--- src/rtl/branch_resolve_queue.sv ---
// rtl/branch_resolve_queue.sv - in-order branch resolve queue with mispredict flush
module branch_resolve_queue #(
    parameter int DEPTH = 8
) (
    input  logic        clk,
    input  logic        rst,
    input  logic        enq_valid,
    output logic        enq_ready,
    input  logic [31:0] enq_pc,
    input  logic        enq_pred_taken,
    input  logic [31:0] enq_pred_target,
    input  logic        res_valid,
    input  logic        res_taken,
    input  logic [31:0] res_target,
    output logic [7:0]  o_pendingB_8,
    output logic        fix_valid,
    output logic [31:0] fix_pc,
    output logic [7:0]  fix_pendingB_8,
    output logic [15:0] mispredict_cnt_16,
    output logic        err_underflow
);

    localparam int AW = (DEPTH > 1) ? $clog2(DEPTH) : 1;
    localparam logic [7:0] DEPTH8 = 8'(DEPTH);

    typedef enum logic {RUN, FLUSH} state_t;

    state_t         state;
    logic [AW-1:0]  head;
    logic [AW-1:0]  tail;
    logic [7:0]     count;

    logic [31:0]    pc_mem     [DEPTH];
    logic           taken_mem  [DEPTH];
    logic [31:0]    target_mem [DEPTH];

    logic [31:0]    head_pc;
    logic           head_taken;
    logic [31:0]    head_target;
    logic           push;
    logic           res_accept;
    logic           mispredict;
    logic           pop;
    logic           push_keep;

    assign head_pc     = pc_mem[head];
    assign head_taken  = taken_mem[head];
    assign head_target = target_mem[head];

    // Ready depends only on registered state so fetch never sees a path from execute.
    assign enq_ready  = (state == RUN) && (count < DEPTH8);
    assign push       = enq_valid && enq_ready;
    assign res_accept = (state == RUN) && res_valid && (count != 8'd0);
    assign mispredict = res_accept &&
                        ((res_taken != head_taken) ||
                         (res_taken && head_taken && (res_target != head_target)));
    assign pop        = res_accept && !mispredict;
    // A push alongside a mispredict is on the wrong path and is dropped.
    assign push_keep  = push && !mispredict;

    assign o_pendingB_8 = count;

    always_ff @(posedge clk) begin
        if (push_keep) begin
            pc_mem[tail]     <= enq_pc;
            taken_mem[tail]  <= enq_pred_taken;
            target_mem[tail] <= enq_pred_target;
        end
    end

    always_ff @(posedge clk or negedge rst) begin
        if (!rst) begin
            state             <= RUN;
            head              <= '0;
            tail              <= '0;
            count             <= 8'd0;
            fix_valid         <= 1'b0;
            fix_pc            <= 32'd0;
            fix_pendingB_8    <= 8'd0;
            mispredict_cnt_16 <= 16'd0;
            err_underflow     <= 1'b0;
        end else begin
            case (state)
                RUN: begin
                    if (res_valid && (count == 8'd0)) begin
                        err_underflow <= 1'b1;
                    end
                    if (mispredict) begin
                        state          <= FLUSH;
                        head           <= '0;
                        tail           <= '0;
                        count          <= 8'd0;
                        fix_valid      <= 1'b1;
                        fix_pc         <= res_taken ? res_target : head_pc + 32'd4;
                        fix_pendingB_8 <= count;
                        if (mispredict_cnt_16 != 16'hFFFF) begin
                            mispredict_cnt_16 <= mispredict_cnt_16 + 16'd1;
                        end
                    end else begin
                        fix_valid <= 1'b0;
                        if (pop) begin
                            head <= head + AW'(1);
                        end
                        if (push_keep) begin
                            tail <= tail + AW'(1);
                        end
                        case ({push_keep, pop})
                            2'b10:   count <= count + 8'd1;
                            2'b01:   count <= count - 8'd1;
                            default: count <= count;
                        endcase
                    end
                end
                FLUSH: begin
                    state     <= RUN;
                    fix_valid <= 1'b0;
                end
                default: state <= RUN;
            endcase
        end
    end

endmodule

--- config.mk ---
export PLATFORM = sky130hd
export DESIGN_NAME = branch_resolve_queue
export DESIGN_NICKNAME = d
export VERILOG_FILES = /design/src/rtl/branch_resolve_queue.sv
export SDC_FILE = /design/constraint.sdc
export NUM_CORES = 1
export LEC_CHECK = 0
export ABC_AREA = 1
export CAP_MARGIN = 10
export CELL_PAD_IN_SITES_DETAIL_PLACEMENT = 0
export CELL_PAD_IN_SITES_GLOBAL_PLACEMENT = 1
export CORE_ASPECT_RATIO = 1.5
export CORE_UTILIZATION = 27
export CTS_BUF_LIST = sky130_fd_sc_hd__clkbuf_8 sky130_fd_sc_hd__clkbuf_16
export CTS_CLUSTER_SIZE = 16
export DETAILED_ROUTE_END_ITERATION = 10
export GPL_TIMING_DRIVEN = 0
export HOLD_SLACK_MARGIN = 0.02
export PLACE_DENSITY_LB_ADDON = 0.1
export SLEW_MARGIN = 10
export SYNTH_ARGS = -nofsm -noshare
export SYNTH_HDL_FRONTEND = slang
export SYNTH_SLANG_ARGS = --single-unit
--- constraint.sdc ---
create_clock -name clk -period 8 [get_ports clk]
set_clock_uncertainty 0.05 [all_clocks]
set_input_delay 1.2 -clock clk [delete_from_list [all_inputs] [get_ports clk]]
set_output_delay 1.2 -clock clk [all_outputs]
set_load 0.03 [all_outputs]
==> results.sh, run 1 <==
export IMPL_synthArstFlopShare_pct=12.2
export IMPL_ys_top_cells_by_area="edfxtp_1, nand2_1, dfrtp_1"
export IMPL_cts_sinks=592
export IMPL_crit_buf_inv=12
export IMPL_area_delta_synth_final_pct=23.2
export IMPL_critPathTopFamily="buffers and inverters"
export IMPL_dp_hpwl_um=68300
export IMPL_status="completed"
export IMPL_start_kind="flop"
export IMPL_yosysSeqAreaShare_pct=67.2
export IMPL_endpoint_kind="flop"
export IMPL_share_comb_of_total_power_pct=38.4
export IMPL_p_sw_share_pct=40.0
export IMPL_vdd_drop_max_mv=0.172
export IMPL_synth_edf_count=520
export IMPL_crit_top_cell="buf_6"
export IMPL_ant_nets=0
export IMPL_gp_congestion=0.810
export IMPL_setup_viol=0
export IMPL_synth_top_cell_by_area="edfxtp_1"
export IMPL_rsz0062_at_grt="no"
export IMPL_post_cts_buffers=0
export IMPL_final_cell_mix="nand2_1, edfxtp_1, nor2_1, inv_1, nand3_1"
export IMPL_stdcell_count=3995
export IMPL_nets=2799
export IMPL_ctsRootBufferMaster="clkbuf_16"
export IMPL_finalCriticalPeriod_ns=5.47
export IMPL_dp_slack_ns=2.31
export IMPL_cts_path_max_buffers=3
export IMPL_slowest_delay_ns=0.66
export IMPL_syn_inst=2422
export IMPL_setup_tns_ns=0
export IMPL_post_cts_resize_count=0
export IMPL_max_slew_margin_pct=31.8
export IMPL_crit_fanout=18
export IMPL_path_clk_slew_ns=0.06
export IMPL_io_pins=169
export IMPL_gr_usage_all_layers_pct=19.7
export IMPL_synth_cell_types=43
export IMPL_drt_initial_drc_count=1235
export IMPL_wl_um=95500
export IMPL_critPathKind="reg2reg"
export IMPL_fin_util_pct=33.7
export IMPL_avgRoutedWirePerCell_um=23.9
export IMPL_h_tree_depth=2
export IMPL_synthFlopType="edfxtp_1"
export IMPL_dr_total_vias=18558
export IMPL_synth_top_area_share_pct=60.2
export IMPL_postLayoutSetupSlackWorst_ns=2.53
export IMPL_fin_total_pwr_mw=10.9
export IMPL_internal_power_mw=6.56
export IMPL_start_util_pct=27.3
export IMPL_cts_buffers=61
export IMPL_grt_pass1_vias=18699
export IMPL_die_y_um=381
export IMPL_core_area_um2=94800
export IMPL_synth_seq_cells=592
export IMPL_worst_pin_slew_ns=1.02
export IMPL_crit_chain="buf_6, buf_6, buf_6, buf_4, buf_2, buf_2, clkbuf_1, o21ai_0, o22ai_1, nor2_1, a31oi_1, ha_1, inv_1, nand2_2, nand2_2, inv_2, buf_6, nor2_4, nand2_2, nor2_4, buf_12, buf_12"
export IMPL_post_dp_cell_area_um2=29900
export IMPL_hold_viol=0
export IMPL_finalCritPeriodShare_pct=68.4
export IMPL_yosys_warnings=0
export IMPL_synth_avg_cell_area_um2=10.7
export IMPL_slew_violations=0
export IMPL_p_leak_nw=12.2
export IMPL_place_port_buffers=168
export IMPL_syn_nets=2536
export IMPL_clockPowerShare_pct=26.2
export IMPL_antenna_cells=0
export IMPL_grt_pass1_wl_um=135000
export IMPL_first_pass_iters=5
export IMPL_cts_tree="built"
export IMPL_synthesis_area_um2=25900
export IMPL_fmax_ghz=0.183
export IMPL_design_area_um2=31900
export IMPL_cp_required_ns=8.29
export IMPL_seqPwrFrac_pct=35.4
export IMPL_hp_class="in2async"
export IMPL_overflow=0
export IMPL_cp_data_arrival_time_ns=5.77
export IMPL_power_density_nw_per_um2=342
export IMPL_final_common_cell="nand2_1"
export IMPL_drive_above_1_share_pct=9.36
export IMPL_cts_hold_buf=0
export IMPL_viasPerCell=4.65
export IMPL_dieArea_um2=97300
export IMPL_drc_errors=0
export IMPL_antenna_found_initial=5
export IMPL_grt_max_degree=56
export IMPL_crit_slowest_cell="nor2_4"
export IMPL_die_width_um=255
export IMPL_whs_ns=0.377
export IMPL_switchingPower_mw=4.37
export IMPL_r2r_start="head[0]"
export IMPL_numPlacedInstances=3882
export IMPL_clkLatencyLatePin_ns=0.65
export IMPL_cp_startpoint="head[0]"
export IMPL_maxCapViolations=0
export IMPL_rows=138
-- synthesized netlist by cell type, types with 39 or more instances --
library cell and count:
nand2_1 637, o22ai_1 64, o21ai_0 160, a21oi_1 40, edfxtp_1 520, nand3_1 185, dfrtp_1 72, nor2_1 260
buf_2 41, inv_1 180, o21ai_1 39
-- worst paths after layout --
path                                    endpoint  slack (ns)  cells past startpoint
min in group clk                   err_underflow        0.43                      1
setup reg to reg                target_mem[7][1]        2.53                     22
hold reg to reg                    err_underflow        0.43                      1
hold / removal             mispredict_cnt_16[10]        0.38                      1
setup / recovery                target_mem[7][1]        2.53                     22
max in group asynchronous             fix_pc[28]        6.90                      2
-- cell families after synthesis --
family / share of synthesized area [%]
buffers and inverters: 5.55
adders and majority gates: 0.608
DFF: 67.2
xor gates and xnor gates: 1.35
and+or+nand+nor: 18.4
AOI/OAI and AO/OA: 6.93
-- layer usage --
layer	global-route usage [%]	wire length (um)	vias to the layer above
met5	0	58	-
met4	5.57	2530	8
met3	3.04	4570	129
met2	35.1	48700	449
met1	24.3	39600	9203
li1	-	-	8769
-- cell type report --
type | count | area, um2
Timing Repair Buffer | 200 | 2390
Clock inverter | 51 | 443
Sequential cell | 592 | 17400
Multi-Input combinational cell | 1526 | 7120
Buffer | 117 | 734
Fill cell | 9470 | 62900
Tap cell | 1260 | 1580
Inverter | 187 | 704
Clock buffer | 62 | 1540
-- registers in the layout, indices dropped and copies added (netlist names) --
name,cells
head,3
state,1
err_underflow,1
taken_mem,8
target_mem,256
fix_pendingB_8,8
fix_pc,32
tail,3
o_pendingB_8,8
pc_mem,256
mispredict_cnt_16,16
-- power groups by stage --
stage | sequential (mW) | combinational (mW) | clock (mW)
after floorplan | 4.09 | 2.24 | 0
after global placement | 3.97 | 4.19 | 0
after detailed placement | 3.93 | 4.28 | 0
after CTS | 3.87 | 4.30 | 2.94
after global routing | 3.89 | 4.62 | 3.03
final | 3.87 | 4.19 | 2.86
No activity file was read; power rests on OpenSTA's default activity.
==> run 2, diff against run 1 <==
==> constraint.sdc (replaced) <==
create_clock -name clk -period 4.45 [get_ports clk]
set_clock_uncertainty 0.05 [all_clocks]
set_input_delay 0.6675 -clock clk [delete_from_list [all_inputs] [get_ports clk]]
set_output_delay 0.6675 -clock clk [all_outputs]
set_load 0.03 [all_outputs]
==> run 2 against run 1 <==
Register-to-register slack got worse by 2.3 ns. Non-clock buffer count rose by 18. First-iteration DRC count fell by 12%.
==> results.sh, run 2 (synthesized netlist as in run 1, its figures left out) <==
export IMPL_grt_max_degree=46
export IMPL_die_width_um=255
export IMPL_start_util_pct=27.3
export IMPL_start_kind="flop"
export IMPL_hold_viol=0
export IMPL_overflow=0
export IMPL_critPathKind="reg2reg"
export IMPL_drt_initial_drc_count=1087
export IMPL_dr_total_vias=18738
export IMPL_clkLatencyLatePin_ns=0.66
export IMPL_crit_slowest_cell="dfrtp_2"
export IMPL_finalCritPeriodShare_pct=93.9
export IMPL_antenna_found_initial=5
export IMPL_setup_tns_ns=0
export IMPL_ctsRootBufferMaster="clkbuf_16"
export IMPL_cts_path_max_buffers=3
export IMPL_core_area_um2=94800
export IMPL_min_from="fix_pendingB_8[2]"
export IMPL_max_slew_margin_pct=32.4
export IMPL_nets=2816
export IMPL_nFillCells=9447
export IMPL_critPathTopFamily="simple AND/OR/NAND/NOR gates"
export IMPL_finalCriticalPeriod_ns=4.18
export IMPL_path_clk_slew_ns=0.06
export IMPL_crit_chain="buf_8, buf_4, nand3_1, nand3_1, nand3_1, nand2_2, nand3_2, nor2_4, nand2_1, nor2_1, nand2_2, nand2_2, nand2_2, nand2_2, inv_2, buf_6, nor2_4, nand2_2, nor2_4, buf_16, buf_12, buf_16"
export IMPL_r2r_start="head[1]"
export IMPL_avgRoutedWirePerCell_um=24.0
export IMPL_slew_violations=0
export IMPL_power_density_nw_per_um2=621
export IMPL_crit_fanout=16
export IMPL_vdd_drop_max_mv=0.320
export IMPL_worst_pin_slew_ns=1.01
export IMPL_wl_um=96400
export IMPL_cts_sinks=592
export IMPL_r2r_end="target_mem[2][23]"
export IMPL_hold_end="fix_pendingB_8[2]"
export IMPL_slowest_delay_ns=0.50
export IMPL_cp_required_ns=4.76
export IMPL_final_cell_mix="nand2_1, edfxtp_1, nor2_1, inv_1, nand3_1"
export IMPL_cts_buffers=60
export IMPL_reg_largest_list="pc_mem x256, target_mem x256, fix_pc x32"
export IMPL_crit_buf_inv=7
export IMPL_fmax_ghz=0.239
export IMPL_fin_total_pwr_mw=20.3
export IMPL_grt_pass1_vias=18862
export IMPL_rows=138
export IMPL_multi_input_area_um2=7220
export IMPL_io_pins=169
export IMPL_whs_ns=0.431
export IMPL_ant_nets=0
export IMPL_first_pass_iters=5
export IMPL_h_tree_depth=2
export IMPL_viasPerCell=4.67
export IMPL_r2r_cells=22
export IMPL_dieArea_um2=97300
export IMPL_drc_errors=0
export IMPL_crit_top_cell="nand2_2"
export IMPL_area_delta_synth_final_pct=25.8
export IMPL_place_port_buffers=168
export IMPL_gp_congestion=0.812
export IMPL_status="completed"
export IMPL_cts_tree="built"
export IMPL_grt_pass1_wl_um=136000
export IMPL_dp_hpwl_um=68100
export IMPL_final_common_cell="nand2_1"
export IMPL_hp_class="reg2reg"
export IMPL_hold_depth=2
export IMPL_p_leak_nw=12.5
export IMPL_drive_above_1_share_pct=11.5
export IMPL_setup_viol=0
export IMPL_seq_area_um2=17400
export IMPL_endpoint_kind="flop"
export IMPL_maxCapViolations=0
export IMPL_cp_data_arrival_time_ns=4.49
export IMPL_die_y_um=381
export IMPL_gr_usage_all_layers_pct=19.8
export IMPL_rrSetupSlack_ns=0.27
==> run 2: cell count changes in the layout (fill, tap and decap cells not counted), sizes merged <==
| cell | previous run | this run |
|---|---|---|
| buf | 125 | 139 |
| bufinv | 7 | 9 |
| clkbuf | 87 | 91 |
| clkinv | 19 | 21 |
| clkinvlp | 4 | 6 |
| diode | 0 | 1 |
| dlygate4sd3 | 0 | 1 |
| inv | 208 | 201 |
==> run 2: report_power, final <==
group / internal [mW] / total [mW] / switching (mW)
sequential: 6.55 / 6.96 / 0.408
combinational: 2.65 / 8.01 / 5.36
clock: 3.04 / 5.29 / 2.25
==> run 2: how the worst max path moves through the flow <==
stage	start	end	cells past startpoint
2_1_floorplan	head[0]	pc_mem[0][0]	20
6_report	head[1]	target_mem[2][23]	22
3_3_place_gp	head[0]	target_mem[0][23]	20
4_1_cts	head[1]	o_pendingB_8[7]	30
3_5_place_dp	head[0]	target_mem[7][14]	22
5_1_grt	head[0]	o_pendingB_8[7]	31
==> run 2: tightest hold or removal path: cells and delay by family, from the launching register on <==
kind	cells	cell delay, ns
simple gates	2	0.11
flops	1	0.34
==> run 2: per-layer routing <==
metal | vias to the layer above | track usage (%) | wire (um)
met4 | 8 | 4.87 | 2450
met2 | 435 | 35.8 | 50100
met1 | 9329 | 24.1 | 39600
li1 | 8827 | - | -
met3 | 139 | 3.06 | 4160
met5 | - | 0 | 68
==> run 2: layout make-up <==
cell class	count	area share, %
Sequential cell	592	53.4
Clock buffer	63	4.77
Buffer	111	3.21
Antenna cell	1	0.00767
Inverter	187	2.18
Multi-Input combinational cell	1526	22.1
Tap cell	1260	4.83
Timing Repair Buffer	224	7.99
Clock inverter	50	1.46
==> run 2: through the flow <==
step | instances | util (%) | area (um2) | setup slack [ns]
2_1_floorplan | 2422 | - | 25900 | -0.526
3_3_place_gp | 3850 | 30.8 | 29200 | -4.37
3_5_place_dp | 3880 | 31.5 | 29900 | -1.20
4_1_cts | 4006 | 34.0 | 32200 | 0.00516
5_1_grt | 4013 | 34.4 | 32600 | -0.0139
6_report | 4014 | 34.4 | 32600 | 0.272
==> run 2: what timing repair did <==
action,in CTS,in global routing
gates cloned,0,2
gates resized for setup,50,92
pin swaps,8,7
endpoints found under the hold margin,27,0
hold buffers,1,0
setup buffers,18,5
setup endpoints to repair,538,181
==> run 3, diff against run 2 <==
--- a/config.mk
+++ b/config.mk
@@ -16,6 +16,7 @@
 export DETAILED_ROUTE_END_ITERATION = 10
 export GPL_TIMING_DRIVEN = 0
 export HOLD_SLACK_MARGIN = 0.02
+export MAX_ROUTING_LAYER = met4
 export PLACE_DENSITY_LB_ADDON = 0.1
 export SLEW_MARGIN = 10
 export SYNTH_ARGS = -nofsm -noshare
==> run 3 against run 2 <==
Clock power about the same. Combinational power about the same. Via count about the same. Sequential share of layout area about the same. Setup slack better by 0.0014 ns. Hold slack about the same. Final cell count about the same. Sequential cell count unchanged. Sequential power about the same.
==> results.sh, run 3 (synthesized netlist as in run 1, its figures left out) <==
export IMPL_status="completed"
export IMPL_drive_above_1_share_pct=11.5
export IMPL_viasPerCell=4.66
export IMPL_die_y_um=381
export IMPL_grt_pass1_vias=18845
export IMPL_rows=138
export IMPL_cp_data_arrival_time_ns=4.49
export IMPL_path_clk_slew_ns=0.06
export IMPL_h_tree_depth=2
export IMPL_grt_pass1_wl_um=136000
export IMPL_antenna_found_initial=5
export IMPL_gp_congestion=0.824
export IMPL_fmax_ghz=0.239
export IMPL_overflow=0
export IMPL_ctsRootBufferMaster="clkbuf_16"
export IMPL_clkLatencyLatePin_ns=0.66
export IMPL_setup_viol=0
export IMPL_maxCapViolations=0
export IMPL_core_area_um2=94800
export IMPL_hold_depth=2
export IMPL_cts_sinks=592
export IMPL_numPlacedInstances=3880
export IMPL_r2r_cells=19
export IMPL_slew_violations=0
export IMPL_crit_fanout=19
export IMPL_nFillCells=9447
export IMPL_drt_initial_drc_count=1087
export IMPL_first_pass_iters=6
export IMPL_finalCritPeriodShare_pct=93.9
export IMPL_nets=2816
export IMPL_io_pins=169
export IMPL_worst_pin_slew_ns=1.02
export IMPL_gr_usage_all_layers_pct=20.3
export IMPL_p_leak_nw=12.4
export IMPL_cts_buffers=60
export IMPL_dr_total_vias=18735
export IMPL_cp_required_ns=4.76
export IMPL_cts_tree="built"
export IMPL_post_dp_cell_area_um2=29900
export IMPL_final_cell_mix="nand2_1, edfxtp_1, nor2_1, inv_1, nand3_1"
export IMPL_max_slew_margin_pct=32.1
export IMPL_finalCriticalPeriod_ns=4.18
export IMPL_rrSetupSlack_ns=0.27
export IMPL_stdcell_count=4018
export IMPL_reg_largest_list="pc_mem x256, target_mem x256, fix_pc x32"
export IMPL_start_kind="flop"
export IMPL_wl_um=96500
export IMPL_dp_slack_ns=-1.20
export IMPL_dieArea_um2=97300
export IMPL_die_width_um=255
export IMPL_hold_viol=0
export IMPL_place_port_buffers=168
export IMPL_hp_class="reg2reg"
export IMPL_cts_path_max_buffers=3
export IMPL_design_area_um2=32600
export IMPL_dp_hpwl_um=68100
export IMPL_hold_end="fix_pendingB_8[2]"
export IMPL_vdd_drop_max_mv=0.320
export IMPL_critPathKind="reg2reg"
export IMPL_fin_total_pwr_mw=20.3
export IMPL_r2r_end="target_mem[2][23]"
export IMPL_r2r_start="head[2]"
export IMPL_area_delta_synth_final_pct=25.8
export IMPL_power_density_nw_per_um2=621
export IMPL_start_util_pct=27.3
export IMPL_ant_nets=0
export IMPL_postLayoutSetupSlackWorst_ns=0.273
export IMPL_min_from="fix_pendingB_8[2]"
export IMPL_avgRoutedWirePerCell_um=24.0
export IMPL_grt_max_degree=46
export IMPL_drc_errors=0
export IMPL_endpoint_kind="flop"
export IMPL_final_common_cell="nand2_1"
-- run 3: layout make-up --
type	instances	area, um2	area share (%)
inverters	187	712	2.18
multi-input cells	1526	7220	22.1
flip-flops and latches	592	17400	53.4
clock inverters	50	475	1.46
diodes	5	12.5	0.0384
clock buffers	63	1550	4.76
repair buffers	224	2610	7.99
plain buffers	111	1040	3.19
well taps	1260	1580	4.83
-- run 3: repair_timing --
item / 4_1_cts / 5_1_grt
pin swaps: 8 / 7
buffers inserted: 18 / 5
hold buffers: 1 / 0
endpoints found under the hold margin: 27 / 0
gates cloned: 0 / 2
gates resized for setup: 50 / 91
endpoints found under the setup margin: 538 / 181
-- run 3: critical path: stages, from the launching register on --
cell     delay, ns
dfrtp_1       0.36
buf_2         0.21
inv_4         0.16
buf_4         0.26
buf_6         0.22
buf_8         0.24
nor2_1        0.07
a31oi_1       0.22
ha_1          0.29
inv_1         0.10
nand2_2       0.10
nand2_2       0.13
inv_2         0.11
buf_6         0.18
nor2_4        0.12
nand2_2       0.17
nor2_4        0.21
buf_16        0.18
buf_12        0.19
buf_16        0.18
-- run 3: worst max-delay path by stage --
stage / cells after the start / to / slack, ns / from
3_5_place_dp: 22 / target_mem[7][14] / -1.20 / head[0]
2_1_floorplan: 20 / pc_mem[0][0] / -0.53 / head[0]
5_1_grt: 31 / o_pendingB_8[7] / -0.01 / head[0]
3_3_place_gp: 20 / target_mem[0][23] / -4.37 / head[0]
4_1_cts: 30 / o_pendingB_8[7] / 0.005 / head[1]
6_report: 19 / target_mem[2][23] / 0.27 / head[2]
-- run 3: metal layers --
metal	vias to the layer above	share of wire [%]	global-route usage, %
met3	131	4.4	3.07
li1	8827	-	-
met2	465	52	35.9
met5	-	0	-
met1	9312	41	24.0
met4	0	2.4	4.86
-- run 3: report_power, final --
part,internal (mW),switching (mW)
clock network,3.04,2.26
logic,2.65,5.37
registers,6.55,0.403
total,12.2,8.03
-- run 3: per-stage QoR --
| step | utilization (%) | hold slack (ns) | setup TNS (ns) |
|---|---|---|---|
| floorplan | - | 0.322 | -271.33 |
| finish | 34.4 | 0.431 | 0 |
| global placement | 30.8 | 0.402 | -2224.78 |
| CTS | 34.0 | 0.432 | 0 |
| detailed placement | 31.5 | 0.422 | -468.57 |
| global route | 34.4 | 0.448 | -0.0139 |
